--- config.mk ---
export PLATFORM = sky130hd
export DESIGN_NAME = bcp_mem_arbiter
export DESIGN_NICKNAME = d
export VERILOG_FILES = /design/src/rtl/bcp_mem_arbiter.sv
export SDC_FILE = /design/constraint.sdc
export NUM_CORES = 1
export LEC_CHECK = 0
export ABC_AREA = 1
export CORE_AREA = 2 2 91 93
export DETAILED_ROUTE_END_ITERATION = 10
export DIE_AREA = 0 0 93 95
export PLACE_DENSITY = 0.95
export SETUP_SLACK_MARGIN = 0.2
export SYNTH_ARGS = -nofsm -noshare
export SYNTH_HDL_FRONTEND = slang
export SYNTH_SLANG_ARGS = --single-unit
--- constraint.sdc ---
create_clock -name ACLK -period 6.7 [get_ports ACLK]
set_input_delay 2.01 -clock ACLK [delete_from_list [all_inputs] [get_ports ACLK]]
set_output_delay 2.01 -clock ACLK [all_outputs]
set_load 0.01 [all_outputs]
--- src/rtl/bcp_mem_arbiter.sv ---
// Two-requester burst arbiter (host AXI engine, BCP engine) in front of a single-port clause RAM.
// Optional macro BCP_ARB_PRIO_EN: requester 1 wins every tie instead of round-robin.
module bcp_mem_arbiter #(
   parameter int ADDR_W = 10,
   parameter int DATA_W = 32
) (
   input  logic                ACLK,
   input  logic                ARESET,
   input  logic [1:0]          req_valid,
   output logic [1:0]          req_ready,
   input  logic [1:0]          req_we,
   input  logic [2*ADDR_W-1:0] req_addr,
   input  logic [15:0]         req_len,
   input  logic [2*DATA_W-1:0] wr_data,
   input  logic [1:0]          wr_valid,
   output logic [1:0]          wr_ready,
   output logic [DATA_W-1:0]   rd_data,
   output logic [1:0]          rd_valid,
   output logic [1:0]          done,
   output logic                busy,
   output logic                mem_en,
   output logic                mem_we,
   output logic [ADDR_W-1:0]   mem_addr,
   output logic [DATA_W-1:0]   mem_wdata,
   input  logic [DATA_W-1:0]   mem_rdata
);

   typedef enum logic [1:0] {IDLE, WRITE, READ, DRAIN} state_t;

   state_t            state_q, state_d;
   logic              win;
   logic              w_q;
   logic [1:0]        w_mask;
   logic [ADDR_W-1:0] addr_q;
   logic [7:0]        len_q;
   logic [7:0]        count_q;
   logic [1:0]        done_q;
   logic [1:0]        rd_valid_q;
   logic              wr_beat;
   logic              last_beat;
`ifndef BCP_ARB_PRIO_EN
   logic              last_q;
`endif

   // Winner only matters on a tie; a lone requester always wins.
   always_comb begin
`ifdef BCP_ARB_PRIO_EN
      win = req_valid[1];
`else
      win = (&req_valid) ? ~last_q : req_valid[1];
`endif
   end

   assign w_mask    = w_q ? 2'b10 : 2'b01;
   assign wr_beat   = (state_q == WRITE) && wr_valid[w_q];
   assign last_beat = (count_q == len_q);

   always_comb begin
      state_d = state_q;
      case (state_q)
         IDLE:    if (|req_valid) state_d = (win ? req_we[1] : req_we[0]) ? WRITE : READ;
         WRITE:   if (wr_beat && last_beat) state_d = IDLE;
         READ:    if (last_beat) state_d = DRAIN;
         DRAIN:   state_d = IDLE;
         default: state_d = IDLE;
      endcase
   end

   // Combinational outputs are forced low while ARESET is high so nothing reaches the RAM.
   always_comb begin
      req_ready = '0;
      wr_ready  = '0;
      mem_en    = 1'b0;
      mem_we    = 1'b0;
      mem_wdata = '0;
      mem_addr  = addr_q + ADDR_W'(count_q);
      if (!ARESET) begin
         case (state_q)
            IDLE: if (|req_valid) req_ready = win ? 2'b10 : 2'b01;
            WRITE: begin
               wr_ready  = w_mask;
               mem_en    = wr_valid[w_q];
               mem_we    = wr_valid[w_q];
               mem_wdata = w_q ? wr_data[2*DATA_W-1:DATA_W] : wr_data[DATA_W-1:0];
            end
            READ:    mem_en = 1'b1;
            default: ;
         endcase
      end
   end

   always_ff @(posedge ACLK) begin
      if (ARESET) begin
         state_q    <= IDLE;
         w_q        <= 1'b0;
         addr_q     <= '0;
         len_q      <= '0;
         count_q    <= '0;
         done_q     <= '0;
         rd_valid_q <= '0;
`ifndef BCP_ARB_PRIO_EN
         last_q     <= 1'b1;
`endif
      end else begin
         state_q    <= state_d;
         done_q     <= '0;
         rd_valid_q <= '0;
         case (state_q)
            IDLE: if (|req_valid) begin
               w_q     <= win;
               addr_q  <= win ? req_addr[2*ADDR_W-1:ADDR_W] : req_addr[ADDR_W-1:0];
               len_q   <= win ? req_len[15:8] : req_len[7:0];
               count_q <= '0;
`ifndef BCP_ARB_PRIO_EN
               last_q  <= win;
`endif
            end
            WRITE: if (wr_beat) begin
               count_q <= count_q + 8'd1;
               if (last_beat) done_q <= w_mask;
            end
            // RAM returns data one cycle after each issue; DRAIN covers the final beat.
            READ: begin
               rd_valid_q <= w_mask;
               count_q    <= count_q + 8'd1;
            end
            DRAIN:   done_q <= w_mask;
            default: ;
         endcase
      end
   end

   assign rd_valid = rd_valid_q;
   assign rd_data  = (|rd_valid_q) ? mem_rdata : '0;
   assign done     = done_q;
   assign busy     = (state_q != IDLE);

endmodule
After elaboration in Yosys (flattened, before gate mapping)
Index checks and enable logic that the tools add are counted.
{"block": "op_classes", "addsub": 2, "n_lt_le_gt_ge": 1, "eq_ne": 8, "mux": 32, "bitwise": 2, "n_reduce_logical": 12}
{"cell": "32-bit two-way mux", "n": 4}
{"cell": "2-bit two-way mux", "n": 13}
{"cell": "8-bit two-way mux", "n": 3}
{"cell": "8-bit case mux with 3 select lines", "n": 1}
{"cell": "10-bit by 8-bit adder with 10-bit output", "n": 1}
{"cell": "10-bit two-way mux", "n": 1}
{"cell": "8-bit by 1-bit adder with 8-bit output (second input constant)", "n": 1}
{"cell": "8-bit equality test", "n": 1}
{"cell": "2-bit case mux with 4 select lines", "n": 1}
{"cell": "1-bit two-way mux", "n": 7}
{"cell": "2-bit != test (second input constant)", "n": 3}
{"cell": "3-bit AND reduction", "n": 2}
{"cell": "2-bit OR reduction", "n": 3}
{"cell": "2-bit equality test (second input constant)", "n": 2}
{"cell": "2-bit case mux with 2 select lines", "n": 1}
{"cell": "2-bit AND reduction", "n": 2}
{"cell": "3-bit nonzero test", "n": 1}
{"cell": "2-bit by 1-bit equality test with 1-bit output (second input constant)", "n": 1}
{"cell": "1-bit logical AND", "n": 2}
{"cell": "2-bit logical NOT", "n": 1}
{"cell": "1-bit by 2-bit < comparator with 1-bit output (second input constant)", "n": 1}
{"cell": "2-bit by 1-bit != test with 1-bit output (second input constant)", "n": 1}
{"cell": "1-bit NOT", "n": 2}
{"cell": "1-bit case mux with 2 select lines", "n": 1}
{"cell": "2-bit nonzero test", "n": 1}
{"block": "word_totals", "register_bits": 34, "input_bits": 140, "output_inout_bits": 85, "wordCells": 65}

Longest topological paths before layout
Gate-level depths: netlist (run 1).
{"block": "logic_depth", "word_depth": 6, "ltp_mapped": 11, "ltp_nobuf": 11}

Least setup slack after synthesis (run 1)
OpenSTA, ideal clock, no wires.
{"block": "synth_path", "path_kind": "in2out", "start": "input ARESET", "end": "output mem_wdata[22]", "arrival_time_ns": 2.910, "required_time_ns": 4.690, "path_slack_ns": 1.780, "stages": 6, "n_path_buf": 2, "cell_sequence": "buf_4 -> clkinv_2 -> nand2_1 -> nor2_2 -> buf_2 -> a22o_1"}
{"block": "synth_via", "elab_chain_cells": 1}
{"item": "start, declared", "line_no": "8", "rtl": "input logic ARESET,"}
{"item": "32-bit two-way mux", "line_no": "77", "rtl": "if (!ARESET) begin"}
{"item": "end, declared", "line_no": "24", "rtl": "output logic [DATA_W-1:0] mem_wdata,"}
Every way passes these cells.

Final worst setup path (run 1)
{"block": "layout_path", "start": "input ARESET", "end": "output mem_wdata[27]"}
Same word-level chain as after synthesis.

==> results of run 1 <==
[through the flow]
stage          area, µm²  util [%]  worst slack, ns  std cells
5_1_grt             5100      64.4            0.489        732
2_1_floorplan       2680         -             1.78        406
6_report            5100      64.4            0.602        732
4_1_cts             5100      64.4            0.625        732
3_5_place_dp        5010      63.2            0.633        724
3_3_place_gp        5010      63.2            0.724        724
[logic make-up after synthesis]
| group | Yosys count | share of synthesized area [%] |
|---|---|---|
| AOI/OAI and AO/OA | 73 | 20.0 |
| xor gates and xnor gates | 14 | 4.57 |
| adders and majority gates | 15 | 7.28 |
| buffers and inverters | 85 | 12.5 |
| DFF | 34 | 25.4 |
| and+or+nand+nor | 185 | 30.2 |
[cell usage after synthesis (all sizes together), types with 2 or more instances]
library cell	instances
o21ai	11
a21o	2
inv	70
xor2	7
buf	9
a22o	32
a21oi	13
nand4	3
nand3	25
dfxtp	34
ha	14
xnor2	7
a221oi	3
nor3	5
nor2	63
nand2	88
a31oi	7
clkbuf	5
o311ai	2
[worst max-delay path, cell delays in order]
cell,delay (ns)
clkdlybuf4s50_1,0.49
clkinv_2,0.22
nand2_1,0.14
nor2_2,0.10
buf_4,0.33
a22o_1,0.25
clkdlybuf4s50_1,0.54
[sequential cells by signal, summed over array words and instances, names as in the netlist]
name and flops:
addr_q 10, count_q 8, done 2, last_q 1, len_q 8, rd_valid 2
state_q 2, w_q 1
[report_power, final]
group / internal (µW) / switching (µW) / leakage [µW]
Clock: 82.9 / 76.3 / 0.0000482
Combinational: 363 / 392 / 0.00187
Sequential: 250 / 38.3 / 0.000279
Total: 696 / 507 / 0.00219
[worst min path at each step]
stage | slack, ns | cells after the start | start | end
floorplan | 0.44 | 2 | last_q | last_q
global placement | 0.48 | 2 | last_q | last_q
detailed placement | 0.47 | 2 | last_q | last_q
CTS | 0.50 | 2 | last_q | last_q
global route | 0.53 | 2 | addr_q[6] | addr_q[6]
finish | 0.50 | 2 | last_q | last_q
[cell type report]
class / instances / area, µm² / share of cell area (%)
Clock inverter: 1 / 5.00 / 0.0981
Inverter: 71 / 268 / 5.25
Timing Repair Buffer: 227 / 2260 / 44.4
Tap cell: 105 / 131 / 2.57
Multi-Input combinational cell: 287 / 1670 / 32.7
Clock buffer: 7 / 86.3 / 1.69
Sequential cell: 34 / 681 / 13.3
[per-layer routing]
layer | up-vias | wire length (µm) | share of wire, % | track usage (%)
met3 | 37 | 1290 | 10 | 10.1
li1 | 1758 | - | - | -
met4 | 2 | 299 | 2.4 | 8.21
met1 | 1567 | 4980 | 40 | 32.1
met5 | - | 10 | 0.080 | 0
met2 | 191 | 5860 | 47 | 44.6
==> impl_metrics.env, run 1 <==
export IMPL_clk_latency_ns=0.29
export IMPL_cp_max_fo=33
export IMPL_critical_path_class="input port to primary output"
export IMPL_fin_crit_ns=6.10
export IMPL_setup_viol=0
export IMPL_worstMarginPinSlew_ns=1.19
export IMPL_dieArea_um2=8840
export IMPL_ir_drop_mv=0.164
export IMPL_power_uw=1200
export IMPL_grt_pass1_vias=3456
export IMPL_syn_inst=406
export IMPL_synth_area_leader_cell="dfxtp_1"
export IMPL_grt_max_degree=34
export IMPL_antenna_found_initial=1
export IMPL_max_slew_margin_pct=20.6
export IMPL_synth_seq_cells=34
export IMPL_rr_worst_depth=11
export IMPL_power_leakage_uw=0.00219
export IMPL_final_cell_mix="224 x clkdlybuf4s50_1, 82 x nand2_1, 63 x inv_1, 55 x nor2_1, 34 x dfxtp_1"
export IMPL_cts_tree="done"
export IMPL_cp_startpoint="ARESET"
export IMPL_critPathArrivalTime_ns=4.09
export IMPL_drive_above_1_share_pct=5.90
export IMPL_grtUsageTotal_pct=26.7
export IMPL_hold_viol_final=0
export IMPL_grt_overflow=0
export IMPL_fin_crit_sh_pct=91.0
export IMPL_dr_total_vias=3555
export IMPL_grt_pass1_wl_um=17900
export IMPL_die_height_um=95
export IMPL_final_max_slew_viol_count=0
export IMPL_root_buffer="clkbuf_8"
export IMPL_rows=33
export IMPL_drv_cap=0
export IMPL_final_common_cell="clkdlybuf4s50_1"
export IMPL_vias_per_cell=4.86
export IMPL_hold_class="register to register"
export IMPL_drt_total_wl_um=12400
export IMPL_first_iter_violations=204
export IMPL_synth_cell_types=36
export IMPL_crit_reg2reg_capture="count_q[5]"
export IMPL_n_antenna_cell=0
export IMPL_syn_nets=561
export IMPL_cts_sinks=34
export IMPL_drc_errors=0
export IMPL_wl_per_cell_um=17.0
export IMPL_fillCellCount=669
export IMPL_p_per_area_nw_per_um2=236
export IMPL_reg2reg_from="state_q[0]"
export IMPL_core_area_um2=7930
export IMPL_cts_buffer_depth=2
export IMPL_cp_endpoint="mem_wdata[27]"
export IMPL_io_buffers=224
export IMPL_numCtsBuffers=5
export IMPL_gp_congestion=0.950
export IMPL_fmax_ghz=0.164
export IMPL_cts_clk_slew_worst_paths_ns=0.07
export IMPL_syn_to_final_growth_pct=90.3
export IMPL_synth_top_area_share_pct=25.4
export IMPL_final_nets=781
export IMPL_syn_area_um2=2680
export IMPL_io_pins=225
export IMPL_postCtsSetupBuffers=0
export IMPL_die_w_um=93
export IMPL_seq_area_frac_synth_pct=25.4
export IMPL_ctsHtreeMaxLevel=2
export IMPL_fin_skew_ns=0.00579
export IMPL_endpoint_kind="primary output"
export IMPL_outcome="finished clean"
export IMPL_initial_core_util_pct=33.8
export IMPL_syn_avg_cell_area_um2=6.61
export IMPL_cts_hold_buf=0
export IMPL_fin_setup_tns_ns=0
export IMPL_ant_nets=0
export IMPL_dpl_hpwl_um=10400
export IMPL_ctsResizeCount=0
export IMPL_synth_edf_count=0
export IMPL_yosys_warnings=0
export IMPL_rrSetupSlack_ns=4.96
export IMPL_synthTopCellsByArea="dfxtp_1 25%, nand2_1 11%, a22o_1 10%"
export IMPL_cp_data_required_time_ns=4.69
export IMPL_synthArstFlopShare_pct=0
export IMPL_fin_hold_ws_ns=0.500
export IMPL_cp_start_kind="input port"
export IMPL_rsz0062_at_grt="no"
export IMPL_synth_ff_type="dfxtp_1"
export IMPL_dr_pass1_iters=6
Note: power is estimated with default switching activity, not from simulation.
==> inputs of run 2 (changes only) <==
--- a/config.mk
+++ b/config.mk
@@ -9,7 +9,7 @@
 export CORE_AREA = 2 2 91 93
 export DETAILED_ROUTE_END_ITERATION = 10
 export DIE_AREA = 0 0 93 95
-export PLACE_DENSITY = 0.95
+export PLACE_DENSITY = 0.92
 export SETUP_SLACK_MARGIN = 0.2
 export SYNTH_ARGS = -nofsm -noshare
 export SYNTH_HDL_FRONTEND = slang
==> run 2 against run 1 <==
Compared with the run above:
- sequential power about the same
- worst hold slack better by 0.0043 ns
- clock power barely moved
- count of clock-buffer cells in the layout unchanged
- clock skew up 0.0055 ns
- via count grew 2.6%
- register-to-register slack better by 0.03 ns
- maximum frequency rose by 0.56%
- total power is essentially flat
- first-iteration DRC count shrank 6.9%
- wire length rose by 2.4%
- critical path type unchanged
- largest power group unchanged
- highest routed layer unchanged
==> impl_metrics.env, run 2 (synthesis gave the netlist of run 1 again) <==
export IMPL_root_buffer="clkbuf_8"
export IMPL_cts_buffer_depth=2
export IMPL_worstMarginPinSlew_ns=1.16
export IMPL_cp_common_cell="clkdlybuf4s50_1"
export IMPL_ctsResizeCount=0
export IMPL_ctsHtreeMaxLevel=2
export IMPL_final_cell_mix="224 x clkdlybuf4s50_1, 82 x nand2_1, 63 x inv_1, 55 x nor2_1, 34 x dfxtp_1"
export IMPL_top_register="addr_q"
export IMPL_cts_sinks=34
export IMPL_reg_largest_list="addr_q: 10 flops, count_q: 8 flops, len_q: 8 flops"
export IMPL_place_ws_ns=0.660
export IMPL_cp_slowest_stage_delay_ns=0.55
export IMPL_power_leakage_uw=0.00219
export IMPL_cts_hold_buf=0
export IMPL_largest_reg_flops=10
export IMPL_cts_clk_slew_worst_paths_ns=0.07
export IMPL_cp_start_kind="input port"
export IMPL_worst_slack_ns=0.636
export IMPL_first_iter_violations=190
export IMPL_final_max_slew_viol_count=0
export IMPL_setup_viol=0
export IMPL_final_common_cell="clkdlybuf4s50_1"
export IMPL_initial_core_util_pct=33.8
export IMPL_reg2reg_from="state_q[0]"
export IMPL_endpoint_kind="primary output"
export IMPL_core_area_um2=7930
export IMPL_rows=33
export IMPL_cp_slowest_cell="clkdlybuf4s50_1"
export IMPL_grt_max_degree=34
export IMPL_ir_drop_mv=0.153
export IMPL_fin_crit_ns=6.06
export IMPL_gp_congestion=0.896
export IMPL_hold_viol_final=0
export IMPL_grt_overflow=0
export IMPL_drv_cap=0
export IMPL_die_height_um=95
export IMPL_fmax_ghz=0.165
export IMPL_outcome="finished clean"
export IMPL_rsz0062_at_grt="no"
export IMPL_fin_setup_tns_ns=0
export IMPL_cts_tree="done"
export IMPL_crit_chain="clkdlybuf4s50_1, clkinv_2, nand2_1, nor2_2, buf_4, a22o_1, clkdlybuf4s50_1"
export IMPL_critPathArrivalTime_ns=4.05
export IMPL_rrSetupSlack_ns=4.99
export IMPL_cp_max_fo=33
export IMPL_die_w_um=93
export IMPL_drive_above_1_share_pct=5.90
export IMPL_max_slew_margin_pct=22.7
export IMPL_dr_total_vias=3647
export IMPL_numCtsBuffers=5
export IMPL_fin_crit_sh_pct=90.5
export IMPL_vias_per_cell=4.98
export IMPL_cp_startpoint="ARESET"
export IMPL_io_buffers=224
export IMPL_antenna_found_initial=1
export IMPL_dieArea_um2=8840
export IMPL_wl_per_cell_um=17.4
export IMPL_critical_path_class="input port to primary output"
export IMPL_cp_data_required_time_ns=4.69
export IMPL_dpl_hpwl_um=10700
export IMPL_grt_pass1_vias=3378
export IMPL_hold_class="register to register"
export IMPL_fin_skew_ns=0.0113
export IMPL_drc_errors=0
export IMPL_n_antenna_cell=0
export IMPL_final_nets=781
export IMPL_clk_latency_ns=0.29
export IMPL_min_delay_start="addr_q[5]"
export IMPL_ant_nets=0
export IMPL_dr_pass1_iters=5
export IMPL_grtUsageTotal_pct=27.4
export IMPL_io_pins=225
export IMPL_p_per_area_nw_per_um2=235
export IMPL_postCtsSetupBuffers=0
export IMPL_fin_hold_ws_ns=0.504
export IMPL_syn_to_final_growth_pct=90.3
export IMPL_drt_total_wl_um=12700
export IMPL_grt_pass1_wl_um=18300
-- run 2: final timing paths --
kind / cells after the start / endpoint
setup / recovery: 7 / mem_wdata[17]
hold / removal: 2 / addr_q[5]
setup reg to reg: 11 / count_q[5]
hold reg to reg: 2 / addr_q[5]
-- run 2: metal layers --
| metal | wire (µm) | global-route usage, % | vias up | share of wire [%] |
|---|---|---|---|---|
| met5 | 12 | 0 | - | 0.094 |
| met4 | 125 | 5.76 | 2 | 0.98 |
| met3 | 1360 | 8.06 | 16 | 11 |
| met2 | 6060 | 45.0 | 212 | 48 |
| met1 | 5190 | 35.7 | 1656 | 41 |
| li1 | - | - | 1761 | - |
-- run 2: final cells by class --
type / count / area, µm²
clock buffers: 7 / 86.3
clock inverters: 1 / 5.00
fillers: 648 / 2820
inverters: 71 / 268
multi-input cells: 287 / 1670
flip-flops and latches: 34 / 681
well taps: 105 / 131
repair buffers: 227 / 2260
-- run 2: report_power, final --
part           switching [µW]  total [µW]  leakage, µW  internal, µW
logic                     391         754      0.00187           362
registers                39.0         289     0.000279           250
clock network            75.4         158    0.0000482          82.9
-- run 2: critical path: cells and delay by family --
kind / cells / cell delay (ns)
AOI/OAI and AO/OA: 1 / 0.24
and+or+nand+nor: 2 / 0.23
buffers and inverters: 4 / 1.56
-- run 2: stage by stage --
step / area [µm²] / power [µW] / utilization, % / cells
3_3_place_gp: 5010 / 1020 / 63.2 / 724
6_report: 5100 / 1200 / 64.4 / 732
3_5_place_dp: 5010 / 1040 / 63.2 / 724
2_1_floorplan: 2680 / 692 / - / 406
4_1_cts: 5100 / 1200 / 64.4 / 732
5_1_grt: 5100 / 1300 / 64.4 / 732
